--- config.mk ---
export PLATFORM = sky130hd
export DESIGN_NAME = ifetch_tcm
export DESIGN_NICKNAME = d
export VERILOG_FILES = /design/src/rtl/ifetch_tcm.sv
export SDC_FILE = /design/constraint.sdc
export NUM_CORES = 1
export LEC_CHECK = 0
export ABC_CLOCK_PERIOD_IN_PS = 5200
export CAP_MARGIN = 5
export CORE_MARGIN = 4
export CORE_UTILIZATION = 42
export DETAILED_ROUTE_END_ITERATION = 7
export MAX_ROUTING_LAYER = met4
export PLACE_DENSITY = 0.79
export RECOVER_POWER = 25
export SYNTH_ARGS = -nofsm -noshare
export SYNTH_HDL_FRONTEND = slang
export SYNTH_SLANG_ARGS = --single-unit
export TNS_END_PERCENT = 10
--- constraint.sdc ---
create_clock -name i_clk -period 5.2 [get_ports i_clk]
set_input_delay 1.04 -clock i_clk [delete_from_list [all_inputs] [get_ports i_clk]]
set_output_delay 1.04 -clock i_clk [all_outputs]
set_load 0.01 [all_outputs]
--- src/rtl/ifetch_tcm.sv ---
// Instruction fetch stage driving a TCM word port, with a 2-entry skid FIFO toward decode.
// Optional stall counter output is enabled by defining IFETCH_STALL_CNT_EN.
module ifetch_tcm #(
  parameter int          MEM_ADDR_WIDTH = 8,
  parameter logic [31:0] RESET_PC       = 32'h0000_0000
) (
  input  logic                      i_clk,
  input  logic                      i_reset,
  output logic [MEM_ADDR_WIDTH+1:2] o_inst_addr,
  input  logic [31:0]               i_inst,
  input  logic                      i_flush,
  input  logic [31:0]               i_flush_pc,
  output logic                      o_valid,
  input  logic                      i_ready,
  output logic [31:0]               o_inst,
  output logic [31:0]               o_pc
`ifdef IFETCH_STALL_CNT_EN
  ,
  output logic [31:0]               o_stall_cnt
`endif
);

  logic [31:0] r_pc;
  logic        r_req_valid;
  logic [31:0] r_req_pc;
  logic [31:0] r_ent_pc   [2];
  logic [31:0] r_ent_inst [2];
  logic        r_head;
  logic [1:0]  r_count;

  logic        w_pop;
  logic        w_push;
  logic        w_issue;
  logic [2:0]  w_credit;
  logic        w_wr_idx;
  logic [31:0] w_flush_tgt;

  assign o_inst_addr = r_pc[MEM_ADDR_WIDTH+1:2];
  assign o_valid     = (r_count != 2'd0);
  assign o_inst      = r_ent_inst[r_head];
  assign o_pc        = r_ent_pc[r_head];

  // Occupancy the FIFO will have once the in-flight word lands; issue only if a slot remains.
  assign w_pop       = o_valid & i_ready;
  assign w_credit    = {1'b0, r_count} - {2'b00, w_pop} + {2'b00, r_req_valid};
  assign w_issue     = ~i_flush & (w_credit < 3'd2);
  assign w_push      = r_req_valid & ~i_flush;
  assign w_wr_idx    = r_head ^ r_count[0];
  assign w_flush_tgt = i_flush_pc & ~32'd3;

  // Stage p0: program counter and fetch request tracking
  always_ff @(posedge i_clk or posedge i_reset) begin
    if (i_reset) begin
      r_pc        <= RESET_PC;
      r_req_valid <= 1'b0;
    end else if (i_flush) begin
      r_pc        <= w_flush_tgt;
      r_req_valid <= 1'b0;
    end else begin
      r_req_valid <= w_issue;
      if (w_issue) r_pc <= r_pc + 32'd4;
    end
  end

  always_ff @(posedge i_clk) begin
    if (w_issue) r_req_pc <= r_pc;
  end

  // Stage p1: capture the returned word into the skid FIFO
  always_ff @(posedge i_clk or posedge i_reset) begin
    if (i_reset) begin
      r_head  <= 1'b0;
      r_count <= 2'd0;
      for (int i = 0; i < 2; i++) begin
        r_ent_pc[i]   <= 32'd0;
        r_ent_inst[i] <= 32'd0;
      end
    end else if (i_flush) begin
      r_head  <= 1'b0;
      r_count <= 2'd0;
    end else begin
      if (w_push) begin
        r_ent_pc[w_wr_idx]   <= r_req_pc;
        r_ent_inst[w_wr_idx] <= i_inst;
      end
      if (w_pop) r_head <= ~r_head;
      r_count <= r_count + {1'b0, w_push} - {1'b0, w_pop};
    end
  end

  always_ff @(posedge i_clk) begin
    if (!i_reset) begin
      assert (!(w_push && !w_pop && r_count == 2'd2));
    end
  end

`ifdef IFETCH_STALL_CNT_EN
  always_ff @(posedge i_clk or posedge i_reset) begin
    if (i_reset)                o_stall_cnt <= 32'd0;
    else if (o_valid & ~i_ready) o_stall_cnt <= o_stall_cnt + 32'd1;
  end
`endif

endmodule

==> out/results.tsv <==
stage	metric	value	unit
yosys	synth_warnings	0	
sta	max_slew_margin	-0.155	
floorplanning	coreArea	19500	um^2
yosys	seq_area_frac_synth	0.579	
setup_path	crit_fanout	37	
job	maxCapViolations	2	
sta	skew	0.00811	ns
yosys	synthMostInstantiatedCell	mux2_2	
finish	final_area	10600	um^2
power	clkPwrFrac	0.208	
sta	fmax	0.264	GHz
cts	ctsHtreeMaxLevel	4	
floorplanning	num_rows	51	
setup_path	endpoint_kind	async pin	
sta	hold_viol_final	0	
setup_path	critPathTopFamily	buffers and inverters	
yosys	yosys.area.top_type_share	0.471	
power	power.density	596	nW/um^2
setup_path	cpPeakStageDelay	1.32	ns
placement	dp_hpwl	11500	um
min_path	holdPathStages	1	
finish	ff_latch_area	4860	um^2
global_routing	grt_pass1_vias	5478	
sta	fin_crit_sh	0.728	
power	peakVddDrop	0.270	mV
cts	clkTransAtPathRegs	0.07	ns
power	seqPwrFrac	0.399	
setup_path	path_class	in -> async	
power	p_leak	4.12	nW
setup_path	crit_required	5.28	ns
finish	n_antenna_cell	0	
cts	clockBufferDepth	2	
global_routing	grt_pass1_wl	28500	um
floorplanning	io_pins	141	
yosys	synth_common_cells	186 x mux2_2, 158 x dfrtp_1, 30 x edfxtp_1	
detailed_routing	ant_nets	0	
finish	nets	806	
placement	placed_cell_area	9960	um^2
global_routing	gr-total-overflow	0	
outcome	status	finished with violations	
floorplanning	start_util	0.430	
cts	clk_latency	0.42	ns
detailed_routing	wire_per_inst	17.2	um
detailed_routing	routed-via-count	5343	
finish	drive_gt1_frac	0.314	
setup_path	cp.depth	3	
yosys	ys_ff_latch	188	
yosys	synth_ff_type	dfrtp_1	
detailed_routing	viasPerCell	5.27	
sta	whs	0.500	ns
yosys	synth_edf_count	30	
setup_path	arrival	3.86	ns
detailed_routing	dr.pass1.iters	4	
setup_path	crit_slowest_cell	clkbuf_1	
cts	tritoncts	built	
yosys	synth_cell_type_count	41	
global_routing	antenna_found_initial	0	
global_routing	grt_max_degree	91	
floorplanning	die_x	149	um
yosys	netlist_area	8390	um^2
setup_path	cp-start-kind	input pin	
cts	numCtsBuffers	17	
sta	tightest_slew	1.73	ns
detailed_routing	drc	0	
detailed_routing	routed_wl	17400	um
yosys	synth_area_per_cell	13.6	um^2
setup_path	path_cells	dlygate4sd3_1, clkinvlp_2, clkbuf_1	
power	p_int	4.38	mW
sta	period_needed	3.79	ns
global_routing	grt_usage	0.165	
yosys	synth.area.top_cells	dfrtp_1 47%, mux2_2 25%, edfxtp_1 11%	
placement	gp_congestion	0.827	
cts	root_buffer	clkbuf_16	
finish	syn_to_final_growth	25.8	%
yosys	synthCells	615	
power	power	6.29	mW
floorplanning	die_h	149	um
power	p_sw_frac	0.303	
cts	cts.sinks	188	
floorplanning	die_area	22300	um^2
yosys	async_reset_ff_frac	0.840	
sta	final.setup.tns	0	ns
outcome	failed_checks	max-capacitance violations, max-slew violations	
yosys	yosysTopAreaCell	dfrtp_1	
finish	multiInputGateArea	3300	um^2
sta	finalMaxSlewViolations	71	
cts	cts_setup_buffers	0	
cts	hold_buffers	0	
sta	grt_setup_unrepaired	no	
min_path	hp-class	reg -> reg	
power	power_frac_comb	0.392	
cts	cts_resized	0	
placement	io_buffers	136	
setup_path	reg2reg_depth	8	
setup_path	path_buf_inv	3	
detailed_routing	drtIter0Drc	263	
power	netSwitchingPower	1.91	mW
finish	fill_cells	1686	
sta	setup_violations	0	
-- layout by cell type, fill, tap and decap left out, types with 3 or more instances in the layout --
cell and instances:
o21ai_0 16, nand2_1 20, and3_1 7, edfxtp_1 30
or4_1 15, mux2_2 186, nor2_1 20, buf_4 8
xnor2_1 3, xor2_1 9, and2_1 4, dfrtp_1 157
nor2b_1 7, clkdlybuf4s50_1 134, inv_6 5, nand4_1 12
o31ai_1 12, clkbuf_16 17, nand3_1 18, a31oi_1 16
or3_1 7
-- flip-flops by register name, indices dropped and copies added, names as in the netlist --
signal and count:
r_ent_inst 64, r_count 2, r_pc 30, r_head 1
r_ent_pc 60, r_req_valid 1, r_req_pc 30
-- area by class of cell --
| type | count | share of cell area |
|---|---|---|
| well taps | 265 | 0.0314 |
| flip-flops and latches | 188 | 0.460 |
| clock buffers | 17 | 0.0403 |
| inverters | 3 | 0.00119 |
| multi-input cells | 379 | 0.313 |
| clock inverters | 15 | 0.0166 |
| repair buffers | 146 | 0.137 |
-- worst reg2reg max path: stages (launching register included) --
cell	delay, ns
dfrtp_1	0.57
nand2_1	0.09
nor2_1	0.23
o21ai_0	0.18
fa_1	0.49
xnor2_4	0.49
nand2_1	0.32
or4_1	0.56
a31oi_1	0.18
-- cell families after synthesis --
| logic type | share of synthesized area |
|---|---|
| AO/OA/AOI/OAI | 0.0386 |
| XOR/XNOR | 0.0158 |
| adder cells (fa/ha/maj) | 0.00537 |
| buffers and inverters | 0.0291 |
| flip-flops | 0.579 |
| multiplexers | 0.251 |
| other | 0.000447 |
| AND/OR/NAND/NOR | 0.0809 |
-- metrics by stage --
| step | cells | setup WS, ns | util |
|---|---|---|---|
| after detailed placement | 981 | 1.11 | 0.510 |
| after floorplan | 616 | 1.26 | - |
| after CTS | 1013 | 1.48 | 0.541 |
| after global placement | 981 | 1.19 | 0.510 |
| final | 1013 | 1.41 | 0.540 |
| after global routing | 1013 | 0.766 | 0.540 |
-- final timing paths --
kind | start | to | slack [ns]
max | i_reset | r_head | 1.41
min | r_ent_pc[55] | r_ent_pc[55] | 0.50
max reg2reg | r_count[1] | r_pc[22] | 2.02
min reg2reg | r_ent_pc[55] | r_ent_pc[55] | 0.50
max in group i_clk | i_ready | r_pc[22] | 1.41
min in group asynchronous | i_reset | r_ent_inst[52] | 1.46
-- power groups by stage --
| stage | sequential [mW] | combinational (mW) | clock [mW] |
|---|---|---|---|
| final | 2.51 | 2.47 | 1.31 |
| after detailed placement | 2.54 | 2.50 | 0 |
| after floorplan | 2.40 | 1.56 | 0 |
| after global routing | 2.60 | 2.67 | 1.41 |
| after CTS | 2.52 | 2.51 | 1.34 |
| after global placement | 2.51 | 2.45 | 0 |
-- per-layer routing --
layer  wire length (um)  GRT usage
met5                  0          -
met1               8020      0.227
met4                186     0.0398
met3               1030     0.0377
met2               8180      0.252
Note: power is estimated with default switching activity, not from simulation.
